[src/rtl/avalon_cmd_master_pkg.sv]
// Shared definitions for the UART-command to Avalon-MM master: command and
// response codes, frame byte counts and the parser state encoding.
package avalon_cmd_master_pkg;

  // Bus and byte widths
  localparam int unsigned BYTE_W = 8;
  localparam int unsigned ADDR_W = 16;
  localparam int unsigned WORD_W = 32;

  // Command bytes opening a frame
  localparam logic [7:0] CMD_WR = 8'h57;  // 'W'
  localparam logic [7:0] CMD_RD = 8'h52;  // 'R'

  // Response bytes
  localparam logic [7:0] RSP_ACK = 8'h4B;  // 'K'
  localparam logic [7:0] RSP_ERR = 8'h3F;  // '?'

  // Payload byte counts following the command byte
  localparam int unsigned ADDR_BYTES = 2;
  localparam int unsigned DATA_BYTES = 4;

  // Number of bytes in a read response (one full word)
  localparam int unsigned RD_RSP_BYTES = WORD_W / BYTE_W;

  typedef enum logic [2:0] {
    ST_IDLE    = 3'd0,
    ST_ADDR    = 3'd1,
    ST_DATA    = 3'd2,
    ST_BUS_WR  = 3'd3,
    ST_BUS_RD  = 3'd4,
    ST_RD_WAIT = 3'd5,
    ST_RESP    = 3'd6
  } state_e;

  // True for the states in which the parser takes bytes from the receiver
  function automatic logic rx_state(input state_e s);
    return (s == ST_IDLE) || (s == ST_ADDR) || (s == ST_DATA);
  endfunction

endpackage

[src/rtl/avalon_cmd_master_if.sv]
// Byte-stream, Avalon-MM and status signals of the command master, grouped so
// the master and its environment connect through one bundle.
interface avalon_cmd_master_if;
  import avalon_cmd_master_pkg::*;

  // UART receive stream
  logic [BYTE_W-1:0] rx_data;
  logic              rx_valid;
  logic              rx_ready;

  // UART transmit stream
  logic [BYTE_W-1:0] tx_data;
  logic              tx_valid;
  logic              tx_ready;

  // Avalon-MM master side
  logic [ADDR_W-1:0] avm_address;
  logic [WORD_W-1:0] avm_writedata;
  logic              avm_write;
  logic              avm_read;
  logic [WORD_W-1:0] avm_readdata;

  // Status
  logic              busy;
  logic              frame_err;

  modport master (
    input  rx_data, rx_valid, tx_ready, avm_readdata,
    output rx_ready, tx_data, tx_valid,
    output avm_address, avm_writedata, avm_write, avm_read,
    output busy, frame_err
  );

  modport slave (
    output rx_data, rx_valid, tx_ready, avm_readdata,
    input  rx_ready, tx_data, tx_valid,
    input  avm_address, avm_writedata, avm_write, avm_read,
    input  busy, frame_err
  );

endinterface

[src/rtl/avalon_cmd_master.sv]
// Parses 'W'/'R' command frames from the UART byte stream, performs one
// single-word Avalon-MM access per frame and streams the reply ('K', the four
// read-data bytes MSB first, or '?' for an unknown command) back to the UART.
module avalon_cmd_master
  import avalon_cmd_master_pkg::*;
#(
  parameter int unsigned READ_LATENCY   = 1,
  parameter int unsigned TIMEOUT_CYCLES = 5000000
) (
  input  logic                clk,
  input  logic                rst,
  avalon_cmd_master_if.master bus
);

  // Last RD_WAIT count before readdata is valid (latency 1..4 fits 2 bits)
  localparam logic [1:0]  LAT_LAST    = 2'(READ_LATENCY - 1);
  // Idle-count value whose next idle cycle trips the timeout
  localparam logic [31:0] TO_LAST     = 32'(TIMEOUT_CYCLES - 1);
  localparam logic        TO_ENABLE   = (TIMEOUT_CYCLES != 0);
  localparam logic [2:0]  ADDR_LAST   = 3'(ADDR_BYTES - 1);
  localparam logic [2:0]  DATA_LAST   = 3'(DATA_BYTES - 1);
  localparam logic [2:0]  RD_RSP_CNT  = 3'(RD_RSP_BYTES);

  state_e              r_state;
  logic                r_is_wr;
  logic [2:0]          r_byte_cnt;
  logic [1:0]          r_lat_cnt;
  logic [31:0]         r_to_cnt;
  logic [ADDR_W-1:0]   r_addr;
  logic [WORD_W-1:0]   r_wdata;
  logic [WORD_W-1:0]   r_resp_sr;
  logic [2:0]          r_resp_cnt;
  logic                r_avm_write;
  logic                r_avm_read;
  logic                r_tx_valid;
  logic                r_busy;
  logic                r_frame_err;

  logic                w_rx_ready;
  logic                w_rx_fire;
  logic                w_tx_fire;
  logic                w_in_frame;
  logic                w_timeout;

  // rx_ready follows the registered state; forced low while rst is held so
  // nothing is accepted during reset and it rises on the first cycle after.
  assign w_rx_ready = rx_state(r_state) && !rst;
  assign w_rx_fire  = bus.rx_valid && w_rx_ready;
  assign w_tx_fire  = r_tx_valid && bus.tx_ready;
  assign w_in_frame = (r_state == ST_ADDR) || (r_state == ST_DATA);
  assign w_timeout  = TO_ENABLE && w_in_frame && !w_rx_fire && (r_to_cnt == TO_LAST);

  assign bus.rx_ready      = w_rx_ready;
  assign bus.tx_data       = r_resp_sr[WORD_W-1 -: BYTE_W];
  assign bus.tx_valid      = r_tx_valid;
  assign bus.avm_address   = r_addr;
  assign bus.avm_writedata = r_wdata;
  assign bus.avm_write     = r_avm_write;
  assign bus.avm_read      = r_avm_read;
  assign bus.busy          = r_busy;
  assign bus.frame_err     = r_frame_err;

  // Inter-byte idle counter: runs only inside a frame, restarts on each byte
  always_ff @(posedge clk) begin
    if (rst) begin
      r_to_cnt <= '0;
    end else if (TO_ENABLE && w_in_frame && !w_rx_fire && !w_timeout) begin
      r_to_cnt <= r_to_cnt + 32'd1;
    end else begin
      r_to_cnt <= '0;
    end
  end

  // Frame parser, bus sequencer and response streamer with registered outputs
  always_ff @(posedge clk) begin
    if (rst) begin
      r_state     <= ST_IDLE;
      r_is_wr     <= 1'b0;
      r_byte_cnt  <= '0;
      r_lat_cnt   <= '0;
      r_addr      <= '0;
      r_wdata     <= '0;
      r_resp_sr   <= '0;
      r_resp_cnt  <= '0;
      r_avm_write <= 1'b0;
      r_avm_read  <= 1'b0;
      r_tx_valid  <= 1'b0;
      r_busy      <= 1'b0;
      r_frame_err <= 1'b0;
    end else begin
      // Strobes and the error flag are single-cycle pulses by default
      r_avm_write <= 1'b0;
      r_avm_read  <= 1'b0;
      r_frame_err <= 1'b0;

      case (r_state)
        ST_IDLE: begin
          if (w_rx_fire) begin
            r_busy <= 1'b1;
            if ((bus.rx_data == CMD_WR) || (bus.rx_data == CMD_RD)) begin
              r_is_wr    <= (bus.rx_data == CMD_WR);
              r_byte_cnt <= '0;
              r_state    <= ST_ADDR;
            end else begin
              r_resp_sr   <= {RSP_ERR, 24'h0};
              r_resp_cnt  <= 3'd1;
              r_tx_valid  <= 1'b1;
              r_frame_err <= 1'b1;
              r_state     <= ST_RESP;
            end
          end
        end

        ST_ADDR: begin
          if (w_timeout) begin
            r_frame_err <= 1'b1;
            r_busy      <= 1'b0;
            r_state     <= ST_IDLE;
          end else if (w_rx_fire) begin
            r_addr <= {r_addr[ADDR_W-BYTE_W-1:0], bus.rx_data};
            if (r_byte_cnt == ADDR_LAST) begin
              r_byte_cnt <= '0;
              if (r_is_wr) begin
                r_state <= ST_DATA;
              end else begin
                r_avm_read <= 1'b1;
                r_state    <= ST_BUS_RD;
              end
            end else begin
              r_byte_cnt <= r_byte_cnt + 3'd1;
            end
          end
        end

        ST_DATA: begin
          if (w_timeout) begin
            r_frame_err <= 1'b1;
            r_busy      <= 1'b0;
            r_state     <= ST_IDLE;
          end else if (w_rx_fire) begin
            r_wdata <= {r_wdata[WORD_W-BYTE_W-1:0], bus.rx_data};
            if (r_byte_cnt == DATA_LAST) begin
              r_byte_cnt  <= '0;
              r_avm_write <= 1'b1;
              r_state     <= ST_BUS_WR;
            end else begin
              r_byte_cnt <= r_byte_cnt + 3'd1;
            end
          end
        end

        ST_BUS_WR: begin
          r_resp_sr  <= {RSP_ACK, 24'h0};
          r_resp_cnt <= 3'd1;
          r_tx_valid <= 1'b1;
          r_state    <= ST_RESP;
        end

        ST_BUS_RD: begin
          r_lat_cnt <= '0;
          r_state   <= ST_RD_WAIT;
        end

        ST_RD_WAIT: begin
          if (r_lat_cnt == LAT_LAST) begin
            r_resp_sr  <= bus.avm_readdata;
            r_resp_cnt <= RD_RSP_CNT;
            r_tx_valid <= 1'b1;
            r_state    <= ST_RESP;
          end else begin
            r_lat_cnt <= r_lat_cnt + 2'd1;
          end
        end

        ST_RESP: begin
          if (w_tx_fire) begin
            r_resp_sr  <= {r_resp_sr[WORD_W-BYTE_W-1:0], 8'h00};
            r_resp_cnt <= r_resp_cnt - 3'd1;
            if (r_resp_cnt == 3'd1) begin
              r_tx_valid <= 1'b0;
              r_busy     <= 1'b0;
              r_state    <= ST_IDLE;
            end
          end
        end

        default: begin
          r_tx_valid <= 1'b0;
          r_busy     <= 1'b0;
          r_state    <= ST_IDLE;
        end
      endcase
    end
  end

endmodule

[src/flat_wrapper.sv]
// flat-port wrapper written by rule: the top's interface ports become plain ports
module avalon_cmd_master_flat import avalon_cmd_master_pkg::*;
#(
  parameter int unsigned READ_LATENCY   = 1,
  parameter int unsigned TIMEOUT_CYCLES = 5000000
)
  (clk, rst, bus_rx_data, bus_rx_valid, bus_tx_ready, bus_avm_readdata, bus_rx_ready, bus_tx_data, bus_tx_valid, bus_avm_address, bus_avm_writedata, bus_avm_write, bus_avm_read, bus_busy, bus_frame_err);
  avalon_cmd_master_if bus_i ();
  input  logic clk;
  input  logic rst;
  input wire logic [$bits(bus_i.rx_data)-1:0] bus_rx_data;
  input wire logic [$bits(bus_i.rx_valid)-1:0] bus_rx_valid;
  input wire logic [$bits(bus_i.tx_ready)-1:0] bus_tx_ready;
  input wire logic [$bits(bus_i.avm_readdata)-1:0] bus_avm_readdata;
  output wire logic [$bits(bus_i.rx_ready)-1:0] bus_rx_ready;
  output wire logic [$bits(bus_i.tx_data)-1:0] bus_tx_data;
  output wire logic [$bits(bus_i.tx_valid)-1:0] bus_tx_valid;
  output wire logic [$bits(bus_i.avm_address)-1:0] bus_avm_address;
  output wire logic [$bits(bus_i.avm_writedata)-1:0] bus_avm_writedata;
  output wire logic [$bits(bus_i.avm_write)-1:0] bus_avm_write;
  output wire logic [$bits(bus_i.avm_read)-1:0] bus_avm_read;
  output wire logic [$bits(bus_i.busy)-1:0] bus_busy;
  output wire logic [$bits(bus_i.frame_err)-1:0] bus_frame_err;
  assign bus_i.rx_data = bus_rx_data;
  assign bus_i.rx_valid = bus_rx_valid;
  assign bus_i.tx_ready = bus_tx_ready;
  assign bus_i.avm_readdata = bus_avm_readdata;
  assign bus_rx_ready = bus_i.rx_ready;
  assign bus_tx_data = bus_i.tx_data;
  assign bus_tx_valid = bus_i.tx_valid;
  assign bus_avm_address = bus_i.avm_address;
  assign bus_avm_writedata = bus_i.avm_writedata;
  assign bus_avm_write = bus_i.avm_write;
  assign bus_avm_read = bus_i.avm_read;
  assign bus_busy = bus_i.busy;
  assign bus_frame_err = bus_i.frame_err;
  avalon_cmd_master #(.READ_LATENCY(READ_LATENCY), .TIMEOUT_CYCLES(TIMEOUT_CYCLES)) u_core (.clk(clk), .rst(rst), .bus(bus_i));
endmodule
[config.mk]
export PLATFORM = sky130hd
export DESIGN_NAME = avalon_cmd_master_flat
export DESIGN_NICKNAME = d
export VERILOG_FILES = /design/src/rtl/avalon_cmd_master_pkg.sv /design/src/rtl/avalon_cmd_master_if.sv /design/src/rtl/avalon_cmd_master.sv /design/src/flat_wrapper.sv
export SDC_FILE = /design/constraint.sdc
export NUM_CORES = 1
export LEC_CHECK = 0
export ABC_AREA = 1
export BUFFER_PORTS_ARGS = -buffer_cell sky130_fd_sc_hd__buf_2
export CAP_MARGIN = 20
export CELL_PAD_IN_SITES_DETAIL_PLACEMENT = 0
export CELL_PAD_IN_SITES_GLOBAL_PLACEMENT = 1
export CORE_ASPECT_RATIO = 0.5
export CORE_MARGIN = 4
export CORE_UTILIZATION = 40
export DETAILED_ROUTE_END_ITERATION = 10
export GPL_TIMING_DRIVEN = 0
export PLACE_DENSITY_LB_ADDON = 0.1
export SETUP_SLACK_MARGIN = 0.5
export SLEW_MARGIN = 20
export SYNTH_ARGS = -nofsm -noshare
export SYNTH_HDL_FRONTEND = slang
export SYNTH_SLANG_ARGS = --single-unit
[constraint.sdc]
create_clock -name clk -period 2.2 [get_ports clk]
set_input_delay 0 -clock clk [delete_from_list [all_inputs] [get_ports clk]]
set_output_delay 0 -clock clk [all_outputs]
set_load 0.01 [all_outputs]
* Yosys cells after proc, flatten, opt, wreduce, memory -nomap -nowiden
Cells that the tools add are included.
Word-level totals: input port bits 44, flip-flop bits (word level) 129, output and inout bits 62, logic and storage cells 136
Operators by class: add/subtract/negate cells 4, bitwise logic cells 8, eq/ne operators 28, reduce and logical (&&, ||, !) cells 33, mux-type cells 49
Operators with widths (count):
- 32-bit two-way mux | 4
- 32-bit case mux with 4 select lines | 1
- 3-bit two-way mux | 24
- 32-bit by 1-bit adder with 32-bit output, second input constant | 1
- 32-bit by 23-bit == test with 1-bit output, second input constant | 1
- 3-bit case mux with 7 select lines | 1
- 8-bit by 7-bit == test with 1-bit output, second input constant | 2
- 2-bit by 1-bit inequality test with 1-bit output, second input constant | 7
- 1-bit two-way mux | 12
- 3-bit case mux with 4 select lines | 1
- 2-bit inequality test, second input constant | 5
- 5-bit AND reduction | 2
- 3-bit by 1-bit == test with 1-bit output, second input constant | 3
- 3-bit by 2-bit == test with 1-bit output, second input constant | 3
- 3-bit == test, second input constant | 3
- 3-bit case mux with 3 select lines | 1
- 3-bit AND reduction | 3
- 1-bit NOT | 8
- 8-bit AND reduction | 1
- 7-bit AND reduction | 1
- 1-bit logical AND | 6
- 3-bit by 1-bit inequality test with 1-bit output, second input constant | 2
- 3-bit by 2-bit inequality test with 1-bit output, second input constant | 2
- 6-bit AND reduction | 1
- 20 further kinds | 27

* Longest topological paths before layout
depth in word-level cells 12, gate-level depth with buffers 13, depth with buffers taken out 12

* Worst setup path after synthesis
No wires, ideal clock.
path type flip-flop to flip-flop, start reg u_core.r_to_cnt[0], end reg u_core.r_to_cnt[15], path buffers 1, clock period less this slack 1558 ps, arrival time 1430 ps, stages on the path, launching flop included 10, data required time 2072 ps, slack 642 ps, setup time 128 ps, cells stage by stage dfxtp_1 > ha_1 > nand2_1 > nor2_4 > nand2_1 > nor2_1 > nand2_1 > nand3_2 > clkbuf_1 > nor2_1
Between the ends: word-level cells in the longest chain between the ends 6, elaborated cells on any way between the ends 7, classes of those cells add/sub: 1; eq/ne: 1; bitwise: 1; reduce/logical: 4
RTL lines:
- start: declaration | line avalon_cmd_master.sv:28 | logic [31:0] r_to_cnt;
- start signal: assignment | line avalon_cmd_master.sv:68 | r_to_cnt <= r_to_cnt + 32'd1;
- branches (longest 6 deep; another with 32-bit by 1-bit adder with 32-bit output)
Parallel ways; which one is timed is not known. A chain may end at the register's enable or synchronous reset.

* Worst setup path in the final report
start reg u_core.r_state[2], end reg u_core.r_resp_sr[10]
Between the ends: word-level cells in the longest chain between the ends 7, elaborated cells on any way between the ends 17, classes of those cells eq/ne: 9; mux: 1; reduce/logical: 7
RTL lines:
- start: declaration | line avalon_cmd_master.sv:24 | state_e r_state;
- start signal: assignment | line avalon_cmd_master.sv:77 | r_state <= ST_IDLE;
- start signal: assignment | line avalon_cmd_master.sv:103 | r_state <= ST_ADDR;
- start signal: assignment | line avalon_cmd_master.sv:109 | r_state <= ST_RESP;
- 3-bit by 1-bit == test with 1-bit output / 3-bit zero test (equally long branches) | line avalon_cmd_master_pkg.sv:37, avalon_cmd_master.sv:96
- 1-bit logical OR (2 in series) | line avalon_cmd_master_pkg.sv:37 | return (s == ST_IDLE) || (s == ST_ADDR) || (s == ST_DATA);
- 1-bit logical AND | line avalon_cmd_master.sv:47 | assign w_rx_ready = rx_state(r_state) && !rst;
- 1-bit logical AND | line avalon_cmd_master.sv:48 | assign w_rx_fire = bus.rx_valid && w_rx_ready;
- 2-bit by 1-bit inequality test with 1-bit output (no source line)
- 5-bit AND reduction (no source line)
- end signal: assignment | line avalon_cmd_master.sv:105 | r_resp_sr <= {RSP_ERR, 24'h0};
- end signal: assignment | line avalon_cmd_master.sv:153 | r_resp_sr <= {RSP_ACK, 24'h0};
- end signal: assignment | line avalon_cmd_master.sv:166 | r_resp_sr <= bus.avm_readdata;
- end: declaration | line avalon_cmd_master.sv:31 | logic [WORD_W-1:0] r_resp_sr;
Several ways; a longest one is shown, not always the timed one.

==> out/metrics.cfg <==
[status]
status = finished, final reports clean

[drt]
routedWlPerCell_microns = 14.8
vias = 6166
viasPerCell = 4.97
drt-pass1-iter-count = 5
ant_nets = 0
wl_microns = 18400
drcViolationCount = 0
drtIter0Drc = 300

[clock_tree]
cts_tree = yes
root_buffer = clkbuf_16
clk_latency_ns = 0.42
cts_buffers = 17
h-tree-depth = 4
path_clk_slew_ns = 0.06
clkSinkCount = 129
clk_path_buf_depth = 2

[setup_path]
max_stage_delay_ns = 0.32
crit_type = reg2reg
start_kind = flop
critPathTopFamily = simple AND/OR/NAND/NOR gates
cp.arrival_ns = 2.05
rr_startpoint = u_core.r_state[2]
worst-path-buf-inv = 4
cpMostUsedCell = nor2_4
cp_max_fo = 9
worst_setup_path_end_kind = flop
worstPathCellList = buf_8 > buf_6 > nor2_4 > nand3_2 > nand3b_1 > nor2_4 > buf_12 > clkbuf_16 > o21ai_1 > nor2_1
critPathRequiredTime_ns = 2.51
cp-startpoint = u_core.r_state[2]
slowest_stage = dfxtp_2

[synth]
synthesis.instances = 837
synth-warning-count = 0
synthArstFlopShare = 0
ys.flop_type = dfxtp_1
synth_edf_count = 0
syn-num-nets = 889
avgSynthCellArea_sq_um = 7.12
synth_cell_types = 35
seq_area_frac_synth = 0.433
synth_area_sq_um = 5960
synth-seq-cells = 129

[timing]
slew_headroom = 0.553
rsz0062_at_grt = true
setup_violations = 0
finalCriticalPeriod_ns = 1.74
fin_skew_ns = 0.00909
max_freq_ghz = 0.576
maxSlewViolCount = 0
setup-tns-final_ns = 0
min_period_over_period = 0.789
hold_viol_final = 0
worst_pin_slew_ns = 0.671

[place]
place_inst = 1139
dp_hpwl_microns = 12600
place.gp.congestion = 0.840
portBuffers = 104

[final_layout]
utilization = 0.586
diodes = 0
fin_cells = 1241
drive_gt1_frac = 0.285
syn_to_final_growth_pct = 42.6
fillCellCount = 1398
layout.nets = 1082
final_common_cell = nand2_1
layout_common_cells = 147 x nand2_1, 132 x nor2_1, 124 x dfxtp_1

[global_routing]
antenna_found_initial = 0
grtUsageMet2 = 0.354
busiest_layer = met2
grt_pass1_wl_microns = 28500
grt_use_met3 = 0.0483
overflow = 0
gr-usage-met1 = 0.264
grt_usage = 0.208
grt_pass1_vias = 5767
grt_max_degree = 17

[floorplanning]
die_h_microns = 94.3
dieArea_sq_um = 17000
chipWidth_microns = 181
io_pins = 106
core_sq_um = 14500
rows = 31
start_util = 0.411

[job]
cap_viol_max_count = 0

[power]
ir_worst_vdd_v = 0.000790
p_leak_uw = 0.00342
p_per_area_nw_per_um2 = 1060

[min_path]
min_path_type = in2reg
min_from = bus_tx_ready

[tightest hold or removal path: cells and delay by family]
family / cells / cell delay [ns]
simple gates: 5 / 0.38
buf+inv: 1 / 0.13
[synthesized netlist by cell type (2+ instances only)]
library cell / instances / area, sq um
nor3_1: 19 / 95.1
dfxtp_1: 129 / 2580
inv_2: 8 / 30.0
nand2_1: 162 / 608
ha_1: 8 / 100
a211oi_1: 2 / 15.0
o21ai_0: 50 / 250
a21oi_1: 69 / 345
nand3b_1: 2 / 15.0
nor4_1: 3 / 18.8
a31oi_1: 2 / 12.5
clkbuf_1: 22 / 82.6
nand4_1: 8 / 50.1
buf_6: 5 / 56.3
nor2_4: 3 / 33.8
buf_2: 9 / 45.0
a22o_1: 17 / 149
nor3b_1: 4 / 30.0
buf_4: 10 / 75.1
nand3_2: 3 / 30.0
o21ai_1: 4 / 20.0
nor2_1: 142 / 533
inv_1: 58 / 218
xor2_1: 7 / 61.3
nor2_2: 7 / 43.8
nand3_1: 71 / 355
nand2_2: 3 / 18.8
xnor2_1: 3 / 26.3
[logic make-up (layout without fill, tap and decap cells)]
kind of cell,count (synthesis),after routing,synth area share
AO/OA/AOI/OAI,145,145,0.134
buffers and inverters,114,320,0.0863
adder cells (fa/ha/maj),8,8,0.0168
flip-flops,129,129,0.433
AND/OR/NAND/NOR,431,431,0.315
XOR/XNOR,10,10,0.0147
[worst paths after layout]
kind                                             end  slack, ns  cells after the start
worst max-delay path            u_core.r_resp_sr[10]       0.46                     10
worst min-delay path                 u_core.bus.busy       0.14                      6
worst max register to register  u_core.r_resp_sr[10]       0.46                     10
worst min register to register    u_core.r_to_cnt[0]       0.45                      1
[repair_timing]
action                                  in CTS  in global routing
cloned                                       1                  3
hold endpoints to repair                    51                  1
endpoints found under the setup margin     114                116
resized for setup                           54                120
buffers inserted                            14                 10
pin swaps                                   10                 20
hold buffers                                41                  1
[sequential cells by signal, indices dropped and copies added, names as in the netlist]
register / cells
u_core.bus.avm_writedata: 32
u_core.r_resp_sr: 32
u_core.r_to_cnt: 32
u_core.bus.avm_address: 16
u_core.r_byte_cnt: 3
u_core.r_resp_cnt: 3
u_core.r_state: 3
u_core.r_lat_cnt: 2
u_core.bus.avm_read: 1
u_core.bus.avm_write: 1
u_core.bus.busy: 1
u_core.bus.frame_err: 1
u_core.bus.tx_valid: 1
u_core.r_is_wr: 1
[layout make-up]
class	instances	area, sq um	area share
repair buffers	174	1210	0.142
well taps	198	248	0.0291
clock inverters	14	143	0.0168
inverters	67	269	0.0317
flip-flops and latches	129	2590	0.305
clock buffers	18	439	0.0517
plain buffers	47	350	0.0412
multi-input cells	594	3250	0.382
[through the flow]
| step | setup slack, ns | area, sq um | hold slack [ns] | total power (uW) |
|---|---|---|---|---|
| 6_report | 0.465 | 8500 | 0.139 | 9050 |
| 5_1_grt | 0.370 | 8500 | 0.188 | 9560 |
| 4_1_cts | 0.479 | 8010 | -0.153 | 8320 |
| 3_5_place_dp | 0.135 | 6730 | 0.281 | 5160 |
| 3_3_place_gp | 0.194 | 6730 | 0.270 | 5140 |
| 2_1_floorplan | 0.642 | 5960 | 0.148 | 4520 |
[layer usage]
metal  vias to the layer above  routed length [microns]  part of all wire
met1                      2906                     8530              0.46
met3                        21                      760             0.041
met5                         -                        0                 0
li1                       3134                        -                 -
met4                         0                      219             0.012
met2                       105                     8870              0.48
[where the power goes]
| group | internal, uW | switching (uW) | leakage (uW) |
|---|---|---|---|
| Combinational | 1510 | 1740 | 0.00209 |
| Sequential | 2710 | 276 | 0.00105 |
| Clock | 1620 | 1190 | 0.000278 |
(Power assumes the default switching activity.)
